===== src/rtl/hex_pkg.sv =====
// -----------------------------------------------------------------------------
// hex_pkg
// Shared constants and helpers for the seven-segment scan driver.
//   SEG_PATTERNS  : 16-entry active-high {g,f,e,d,c,b,a} patterns for hex 0-F
//   SEG_OFF       : active-high "all segments off" pattern (dp included)
//   seg_polarity  : applies output polarity to an active-high 8-bit pattern
// -----------------------------------------------------------------------------
package hex_pkg;

   localparam logic [6:0] SEG_PATTERNS [16] = '{
      7'h3F, 7'h06, 7'h5B, 7'h4F,   // 0 1 2 3
      7'h66, 7'h6D, 7'h7D, 7'h07,   // 4 5 6 7
      7'h7F, 7'h6F, 7'h77, 7'h7C,   // 8 9 A b
      7'h39, 7'h5E, 7'h79, 7'h71    // C d E F
   };

   localparam logic [7:0] SEG_OFF = 8'h00;

   function automatic logic [7:0] seg_polarity(input logic [7:0] pattern,
                                               input logic       active_low);
      return active_low ? ~pattern : pattern;
   endfunction

endpackage


===== src/rtl/hex_seg_decoder.sv =====
// -----------------------------------------------------------------------------
// hex_seg_decoder
// Combinational hex nibble + decimal point to active-high segment pattern.
//   nibble_i  [3:0] : hex value to display
//   dp_i            : decimal point request
//   pattern_o [7:0] : {dp, g, f, e, d, c, b, a}, active-high
// -----------------------------------------------------------------------------
module hex_seg_decoder
   import hex_pkg::*;
(
   input  logic [3:0] nibble_i,
   input  logic       dp_i,
   output logic [7:0] pattern_o
);

   always_comb begin
      pattern_o = {dp_i, SEG_PATTERNS[nibble_i]};
   end

endmodule


===== src/rtl/hex_scan_driver.sv =====
// -----------------------------------------------------------------------------
// hex_scan_driver
// Time-multiplexed seven-segment controller with double-buffered digits,
// per-digit decimal points, leading-zero blanking and enable/blank mode.
//   Clk         : system clock
//   Reset       : synchronous, active-low
//   digits_in   : nibble per digit, digit 0 in [3:0] (rightmost)
//   dp_in       : decimal point per digit
//   load        : capture digits_in/dp_in into the pending buffer
//   blank_lz    : leading-zero blanking enable
//   enable      : 0 blanks the display and freezes the scan
//   hex_seg     : {dp,g,f,e,d,c,b,a}, polarity per SEG_ACTIVE_LOW
//   hex_grid    : one-hot digit select, polarity per GRID_ACTIVE_LOW
//   frame_done  : one-cycle pulse after the scan wraps to digit 0
// -----------------------------------------------------------------------------
module hex_scan_driver
   import hex_pkg::*;
#(
   parameter int unsigned NUM_DIGITS      = 4,
   parameter int unsigned REFRESH_DIV     = 50000,
   parameter bit          SEG_ACTIVE_LOW  = 1'b1,
   parameter bit          GRID_ACTIVE_LOW = 1'b1
)(
   input  logic                    Clk,
   input  logic                    Reset,
   input  logic [4*NUM_DIGITS-1:0] digits_in,
   input  logic [NUM_DIGITS-1:0]   dp_in,
   input  logic                    load,
   input  logic                    blank_lz,
   input  logic                    enable,
   output logic [7:0]              hex_seg,
   output logic [NUM_DIGITS-1:0]   hex_grid,
   output logic                    frame_done
);

   localparam int unsigned DIV_W = (REFRESH_DIV > 1) ? $clog2(REFRESH_DIV) : 1;
   localparam int unsigned IDX_W = (NUM_DIGITS > 1)  ? $clog2(NUM_DIGITS)  : 1;
   localparam logic [DIV_W-1:0] DIV_LAST = DIV_W'(REFRESH_DIV - 1);
   localparam logic [IDX_W-1:0] IDX_LAST = IDX_W'(NUM_DIGITS - 1);
   localparam logic [NUM_DIGITS-1:0] GRID_OFF = GRID_ACTIVE_LOW ? '1 : '0;

   logic [DIV_W-1:0]        div_q, div_d;
   logic [IDX_W-1:0]        idx_q, idx_d;
   logic [4*NUM_DIGITS-1:0] act_dig_q, act_dig_d, pend_dig_q, pend_dig_d;
   logic [NUM_DIGITS-1:0]   act_dp_q, act_dp_d, pend_dp_q, pend_dp_d;
   logic                    pend_vld_q, pend_vld_d;
   logic [7:0]              seg_q;
   logic [NUM_DIGITS-1:0]   grid_q;
   logic                    frame_q;

   logic                    wrap;
   logic [3:0]              sel_nib;
   logic                    sel_dp;
   logic                    sel_blank;
   logic [NUM_DIGITS-1:0]   blank_vec;
   logic                    zero_run;
   logic [NUM_DIGITS-1:0]   grid_onehot;
   logic [7:0]              dec_pat;
   logic [7:0]              seg_pat;

   // Divider, index and double buffer
   always_comb begin
      div_d      = div_q;
      idx_d      = idx_q;
      wrap       = 1'b0;
      act_dig_d  = act_dig_q;
      act_dp_d   = act_dp_q;
      pend_dig_d = pend_dig_q;
      pend_dp_d  = pend_dp_q;
      pend_vld_d = pend_vld_q;

      if (enable) begin
         if (div_q == DIV_LAST) begin
            div_d = '0;
            if (idx_q == IDX_LAST) begin
               idx_d = '0;
               wrap  = 1'b1;
            end else begin
               idx_d = idx_q + 1'b1;
            end
         end else begin
            div_d = div_q + 1'b1;
         end
      end

      if (wrap && pend_vld_q) begin
         act_dig_d  = pend_dig_q;
         act_dp_d   = pend_dp_q;
         pend_vld_d = 1'b0;
      end

      // A load on the wrap cycle refills pending after the transfer above,
      // so the new value waits for the following wrap.
      if (load) begin
         pend_dig_d = digits_in;
         pend_dp_d  = dp_in;
         pend_vld_d = 1'b1;
      end
   end

   // Leading-zero blanking: walk down from the top digit while digits are zero
   always_comb begin
      blank_vec = '0;
      zero_run  = blank_lz;
      for (int unsigned i = NUM_DIGITS - 1; i >= 1; i--) begin
         zero_run     = zero_run && (act_dig_q[4*i +: 4] == 4'h0);
         blank_vec[i] = zero_run;
      end
   end

   // Digit select and one-hot grid
   always_comb begin
      sel_nib     = 4'h0;
      sel_dp      = 1'b0;
      sel_blank   = 1'b0;
      grid_onehot = '0;
      for (int unsigned i = 0; i < NUM_DIGITS; i++) begin
         if (idx_q == IDX_W'(i)) begin
            sel_nib        = act_dig_q[4*i +: 4];
            sel_dp         = act_dp_q[i];
            sel_blank      = blank_vec[i];
            grid_onehot[i] = 1'b1;
         end
      end
   end

   hex_seg_decoder u_dec (
      .nibble_i  (sel_nib),
      .dp_i      (sel_dp),
      .pattern_o (dec_pat)
   );

   always_comb begin
      seg_pat = sel_blank ? (SEG_OFF | {sel_dp, 7'h00}) : dec_pat;
   end

   always_ff @(posedge Clk) begin
      if (!Reset) begin
         div_q      <= '0;
         idx_q      <= '0;
         act_dig_q  <= '0;
         act_dp_q   <= '0;
         pend_dig_q <= '0;
         pend_dp_q  <= '0;
         pend_vld_q <= 1'b0;
         seg_q      <= seg_polarity(SEG_OFF, SEG_ACTIVE_LOW);
         grid_q     <= GRID_OFF;
         frame_q    <= 1'b0;
      end else begin
         div_q      <= div_d;
         idx_q      <= idx_d;
         act_dig_q  <= act_dig_d;
         act_dp_q   <= act_dp_d;
         pend_dig_q <= pend_dig_d;
         pend_dp_q  <= pend_dp_d;
         pend_vld_q <= pend_vld_d;
         seg_q      <= enable ? seg_polarity(seg_pat, SEG_ACTIVE_LOW)
                              : seg_polarity(SEG_OFF, SEG_ACTIVE_LOW);
         grid_q     <= enable ? (GRID_ACTIVE_LOW ? ~grid_onehot : grid_onehot)
                              : GRID_OFF;
         frame_q    <= wrap;
      end
   end

   assign hex_seg    = seg_q;
   assign hex_grid   = grid_q;
   assign frame_done = frame_q;

endmodule


===== config.mk =====
export PLATFORM = sky130hd
export DESIGN_NAME = hex_scan_driver
export DESIGN_NICKNAME = d
export VERILOG_FILES = /design/src/rtl/hex_pkg.sv /design/src/rtl/hex_seg_decoder.sv /design/src/rtl/hex_scan_driver.sv
export SDC_FILE = /design/constraint.sdc
export NUM_CORES = 1
export LEC_CHECK = 0
export BUFFER_PORTS_ARGS = -buffer_cell sky130_fd_sc_hd__buf_2
export CAP_MARGIN = 25
export CELL_PAD_IN_SITES_DETAIL_PLACEMENT = 1
export CELL_PAD_IN_SITES_GLOBAL_PLACEMENT = 1
export CORE_MARGIN = 1.5
export CORE_UTILIZATION = 48
export CTS_CLUSTER_DIAMETER = 40
export DETAILED_ROUTE_END_ITERATION = 12
export PLACE_DENSITY_LB_ADDON = 0.1
export SYNTH_ARGS = -nofsm -noshare
export SYNTH_HDL_FRONTEND = slang
export SYNTH_SLANG_ARGS = --single-unit

===== constraint.sdc =====
create_clock -name Clk -period 6.5 [get_ports Clk]
set_input_delay 0.325 -clock Clk [delete_from_list [all_inputs] [get_ports Clk]]
set_output_delay 0.325 -clock Clk [all_outputs]
set_load 0.02 [all_outputs]

======== Word level (Yosys, flattened, before mapping) ========
Memories as Yosys holds them, arrays and structs flattened.
Index checks and enable logic that the tools add are counted.
cells by class
  muxes and demuxes ....................... 24
  equality and inequality tests ........... 4
  bitwise gates (word level) .............. 3
  add/sub/neg operators ................... 2
  reduce and logical (&&, ||, !) cells .... 11
  magnitude comparators ................... 1
operators with widths
  cell                                                                    count
  7-bit two-way mux                                                       3
  16-bit by 1-bit adder with 16-bit output (second input constant)        1
  16-bit equality test (second input constant)                            1
  16-bit two-way mux                                                      1
  4-bit two-way mux                                                       4
  1-bit two-way mux                                                       15
  4-bit zero test                                                         3
  8-bit inverter                                                          1
  5-bit >= comparator (second input constant)                             1
  4-bit inverter with 5-bit output                                        1
  2-bit equality test (second input constant)                             2
  1-bit logical AND                                                       4
  4-bit inverter                                                          1
  2-bit AND reduction                                                     2
  2-bit by 1-bit adder with 2-bit output (second input constant)          1
  2-bit by 1-bit equality test with 1-bit output (second input constant)  1
  2-bit zero test                                                         1
  2-bit two-way mux                                                       1
  2-bit nonzero test                                                      1
storage, ports and cells
  memory bits (read-only) ................. 112
  word-level logic and storage cells ...... 56
  input bits .............................. 25
  output and inout port bits .............. 13
  flip-flop bits (word level) ............. 72
  memories ................................ 1
memory list
  name              depth  width  read ports  clocked after memory_dff  wr ports  line                   RTL
  (name not given)  16     7      1           0                         0         hex_seg_decoder.sv:17  pattern_o = {dp_i, SEG_PATTERNS[nibble_i]};

======== Logic depth before layout (Yosys ltp) ========
  word-level depth ........................ 11
  depth in mapped cells ................... 10
  depth with buffers taken out ............ 9

======== Hierarchy ========
A second synthesis with hierarchy kept.
second synthesis, totals
  cell total of the unflattened synthesis .. 361
  area total of the unflattened synthesis .. 3310.7 µm²
by module, submodules not included
  module           seq. area each (µm²)  cells an instance  instances  area an instance (µm²)
  hex_scan_driver  1441.4                327                1          3015.4
  hex_seg_decoder  0.0                   34                 1          295.3

======== Least setup slack after synthesis ========
No wires, ideal clock.
  path type ............................... reg-to-reg
  start ................................... register idx_q[0]
  end ..................................... register seg_q[0], in the netlist hex_seg[0]
  path buffers ............................ 2
  clock period less this slack ............ 2.574 ns
  data required time ...................... 6.360 ns
  setup time .............................. 0.140 ns
  setup slack ............................. 3.926 ns
  stages on the path, launching flop included .. 11
  arrival time ............................ 2.434 ns
  cell sequence ........................... dfxtp_1 ha_1 buf_2 clkbuf_1 nor3b_1 a221oi_1 inv_1 ha_1 or3_1 o31ai_1 o21ai_0
between the ends
  word-level cells in the longest chain between the ends .. 11
  elaborated cells on any way between the ends .. 17
  classes of those cells .................. 3 x eq/ne; 10 x mux; 2 x bitwise; 1 x reduce/logical; 1 x memory
ends and longest elaborated chain
  element                                                 line                    RTL
  from (decl)                                             hex_scan_driver.sv:43   logic [IDX_W-1:0] idx_q, idx_d;
  from (signal assigned)                                  hex_scan_driver.sv:151  idx_q <= idx_d;
  2-bit zero test                                         hex_scan_driver.sv:118  if (idx_q == IDX_W'(i)) begin
  4-bit two-way mux (4 in series)                         hex_scan_driver.sv:118
  4-bit inverter with 5-bit output (not written as such)  hex_seg_decoder.sv:17
  memory 16 x 7 bit                                       n/a
  7-bit two-way mux (not written as such) (2 in series)   hex_seg_decoder.sv:17
  7-bit two-way mux *                                     hex_scan_driver.sv:134  seg_pat = sel_blank ? (SEG_OFF | {sel_dp, 7'h00}) : dec_pat;
  8-bit inverter *                                        hex_pkg.sv:21           return active_low ? ~pattern : pattern;
  to (signal assigned)                                    hex_scan_driver.sv:146  seg_q <= seg_polarity(SEG_OFF, SEG_ACTIVE_LOW);
  to (signal assigned)                                    hex_scan_driver.sv:157  seg_q <= enable ? seg_polarity(seg_pat, SEG_ACTIVE_LOW)
  to (decl)                                               hex_scan_driver.sv:47   logic [7:0] seg_q;
Mark *: on every way between the ends. The rest lies on a longest branch, timed or not. The select of a mux whose other input is x is not followed.
A chain may end at the register's enable or synchronous reset.

======== Final worst setup path ========
Same ends and word-level chain as after synthesis.

==> metrics.md <==
| Metric | Value |
|---|---|
| Share of cells above drive strength 1 | 26.18% |
| Hold-fix buffers at CTS | 0 |
| Worst EP required | 6.71 ns |
| Synth area leader | dfxtp_1 |
| Via density | 5.299 |
| Post CTS Setup Buffer Count | 0 |
| Die X-Extent | 86.88 um |
| Clock transition at path regs | 0.08 ns |
| Rows | 30 |
| Worst Tran Pin Value | 0.7911 ns |
| Clock latency on the worst-skew pair | 0.36 ns |
| GR Overflow Total | 0 |
| Net Count, Synth | 385 |
| Status | completed |
| Crit-path cells | ha_1 > a211oi_1 > a221oi_1 > inv_1 > ha_1 > or3_1 > o31ai_1 > o21ai_0 |
| # fillers | 800 |
| Final setup vio count | 0 |
| Register area | 1441 sq um |
| Die Ht | 86.88 um |
| Gpl congestion | 0.7633 |
| Number of synthesis warnings | 0 |
| Reg2reg end | hex_seg[0] |
| Cts bufs inserted | 9 |
| CP max-delay cell | a221oi_1 |
| FF-to-FF Start | idx_q[0] |
| CP delay by family, top | compound AO/OA/AOI/OAI gates |
| I/O pins | 38 |
| Internal power | 648.2 uW |
| Routed WL per cell | 14.80 um |
| Crit path from | idx_q[0] |
| P&R area growth vs syn | 11.37% |
| Initial antenna violation count | 0 |
| Maximum clock frequency | 0.3329 GHz |
| Final wirelength | 7073 um |
| Hold Fails Final Rpt | 0 |
| HP Start | digits_in[15] |
| Area share of the largest cell type after synthesis | 42.68% |
| Reg2Reg Depth | 8 |
| First-pass GRT wire length | 12180 um |
| Gr usage total | 21.07% |
| Max_cap viols | 0 |
| Pwr Density | 227.1 nW/um^2 |
| DR vias | 2533 |
| Initial Utilization | 49.71% |
| Root buf cell | clkbuf_8 |
| CTS H-tree depth | 3 |
| Reg power frac | 53.7% |
| Bufs and invs on worst path | 1 |
| Hpwl dp | 4828 um |
| RSZ-0062 raised after global routing | false |
| Syn Inst Count | 349 |
| Crit-path most repeated cell | ha_1 |
| Min-delay worst type | in2reg |
| Top_reg_cell synth | dfxtp_1 |
| Sequential area share after synthesis | 42.68% |
| Sum Neg Setup Slack | 0 ns |
| Pre-CTS setup slack | 3.524 ns |
| Final worst path period share | 46.21% |
| Clock Skews | 0.006794 ns |
| DRT antenna net count | 0 |
| FF+latch count, synth | 72 |
| Grt met3 use | 5.592% |
| CTS tree | yes |
| Post-synth EDFFs | 0 |
| Core area | 6794 sq um |
| Largest buffer count on any clock path | 2 |
| Post_cts resized | 0 |
| Drc violations | 0 |
| Largest net degree at the start of global routing | 69 |
| CTS sink cnt | 72 |
| Initial DRT Pass Iterations | 4 |
| # port buffers | 37 |
| Synth area leaders | dfxtp_1, mux2i_1, nand3_2 |
| Met2 Usage GRT | 36.15% |
| Final WS setup | 3.496 ns |
| CP Class | reg2reg |
| Cell Area, Synth | 3377 sq um |
| Asr flop ratio synth | 0% |
| Synth cell types | 43 |
| Sw frac | 24.12% |
| Leak | 0.001398 uW |
| Clock power share | 40.7% |
| Pins Over Slew Limit | 0 |
| Fin crit period | 3.004 ns |
| Footprint of the multi-input gates | 1782 sq um |
| Starting DRT DRC Count | 35 |
| # diodes | 0 |
| Rel. slew slack | 47.26% |
| GRT met1 Usage | 24.29% |
| Peak-usage layer in the global routing report | met2 |
| CP Capture Type | flop |
| Mean Syn Cell Area | 9.676 sq um |
| Hold Path End | pend_dig_q[15] |
| Switching power | 206.1 uW |
| Layout net count | 413 |
| WP data arrival | 3.21 ns |
| Die area | 7547 sq um |
| Maximum VDD drop | 0.0001733 V |
| Hold path cells | 3 |
| Reg2reg setup slack | 3.50 ns |
| Combinational share of power | 5.6% |
| Crit path largest cell delay | 0.72 ns |
| Vias in the first global route | 2587 |
| Startpoint Class | flop |
| Crit path max fanout | 19 |
[metrics by stage]
stage | hold WS [ns] | cells | total power [uW] | utilization, % | instance area (sq um)
finish | 0.2227 | 478 | 854.3 | 55.36 | 3761
floorplan | 0.4369 | 349 | 501.7 | - | 3377
global placement | 0.4487 | 462 | 514.9 | 52.60 | 3573
global route | 0.2267 | 478 | 887.6 | 55.36 | 3761
CTS | 0.2142 | 478 | 863.9 | 55.36 | 3761
detailed placement | 0.4485 | 462 | 517.4 | 52.60 | 3573
[power by group through the flow]
stage	combinational, uW	clock [uW]	sequential, uW
3_3_place_gp	46.6	0	468
3_5_place_dp	48.4	0	469
4_1_cts	48.7	356	459
5_1_grt	53.4	374	460
2_1_floorplan	31.3	0	470
6_report	47.7	348	459
[worst register-to-register path, delay by kind of cell (launching register included)]
kind	cells	cell delay, ns
AOI/OAI and AO/OA	4	1.01
buffers and inverters	1	0.20
DFF	1	0.41
and+or+nand+nor	1	0.36
adders and majority gates	2	0.87
[worst max path at each step]
stage | slack [ns] | to | cells past startpoint
floorplan | 3.93 | hex_seg[0] | 10
global placement | 3.74 | hex_seg[0] | 8
detailed placement | 3.52 | hex_seg[0] | 8
CTS | 3.50 | hex_seg[0] | 8
global route | 3.23 | hex_seg[0] | 8
finish | 3.50 | hex_seg[0] | 8
[sequential cells by signal, indices dropped and copies added, names as in the netlist, 2 cells and up]
name        cells
pend_dig_q     16
hex_seg         8
pend_dp_q       4
act_dig_q      16
act_dp_q        4
hex_grid        4
div_q          16
idx_q           2
[layout make-up]
| cell class | instances | share of cell area [%] |
|---|---|---|
| multi-input cells | 247 | 47.37 |
| flip-flops and latches | 72 | 38.32 |
| repair buffers | 39 | 5.323 |
| clock buffers | 10 | 3.393 |
| well taps | 96 | 3.194 |
| clock inverters | 6 | 1.597 |
| inverters | 8 | 0.7984 |
[per-layer routing]
metal | share of wire, % | routed length, um
met1 | 45 | 3182
met2 | 50 | 3521
met4 | 2.4 | 168
met3 | 2.8 | 200
met5 | 0 | 0
[synth_stat cells (all sizes together), types with 2 or more instances]
cell type,count
nand4,5
xor2,7
nor4,5
nor2b,26
ha,11
mux2,2
a221oi,2
nand2,44
a311oi,2
a21oi,9
and3,2
buf,11
mux2i,23
and2,5
a211oi,3
o211ai,2
nor2,18
dfxtp,72
nand3b,5
o221ai,3
inv,8
clkbuf,11
xnor2,6
or3,3
nand3,25
and4,2
o21ai,24
nor3b,4
nor3,2
[logic make-up after synthesis]
kind of cell | count (synthesis) | synth area share (%)
fa+ha+maj | 11 | 4.076
xor+xnor | 13 | 3.372
flops | 72 | 42.68
compound gates | 48 | 10.78
buf+inv | 30 | 4.557
simple gates | 150 | 27.05
mux | 25 | 7.484
[placed cells by master (no fill, tap or decap), types with 5 or more instances in the layout]
cell type / n
nand4_1: 5
nor2b_1: 26
xnor2_1: 6
dfxtp_1: 72
nor2_1: 18
ha_1: 11
o21ai_2: 20
nand3b_1: 5
inv_1: 8
mux2i_1: 23
clkbuf_8: 9
nand2_1: 44
buf_2: 37
xor2_1: 7
nand3_2: 20
a21oi_1: 9
Note: power is estimated with default switching activity, not from simulation.
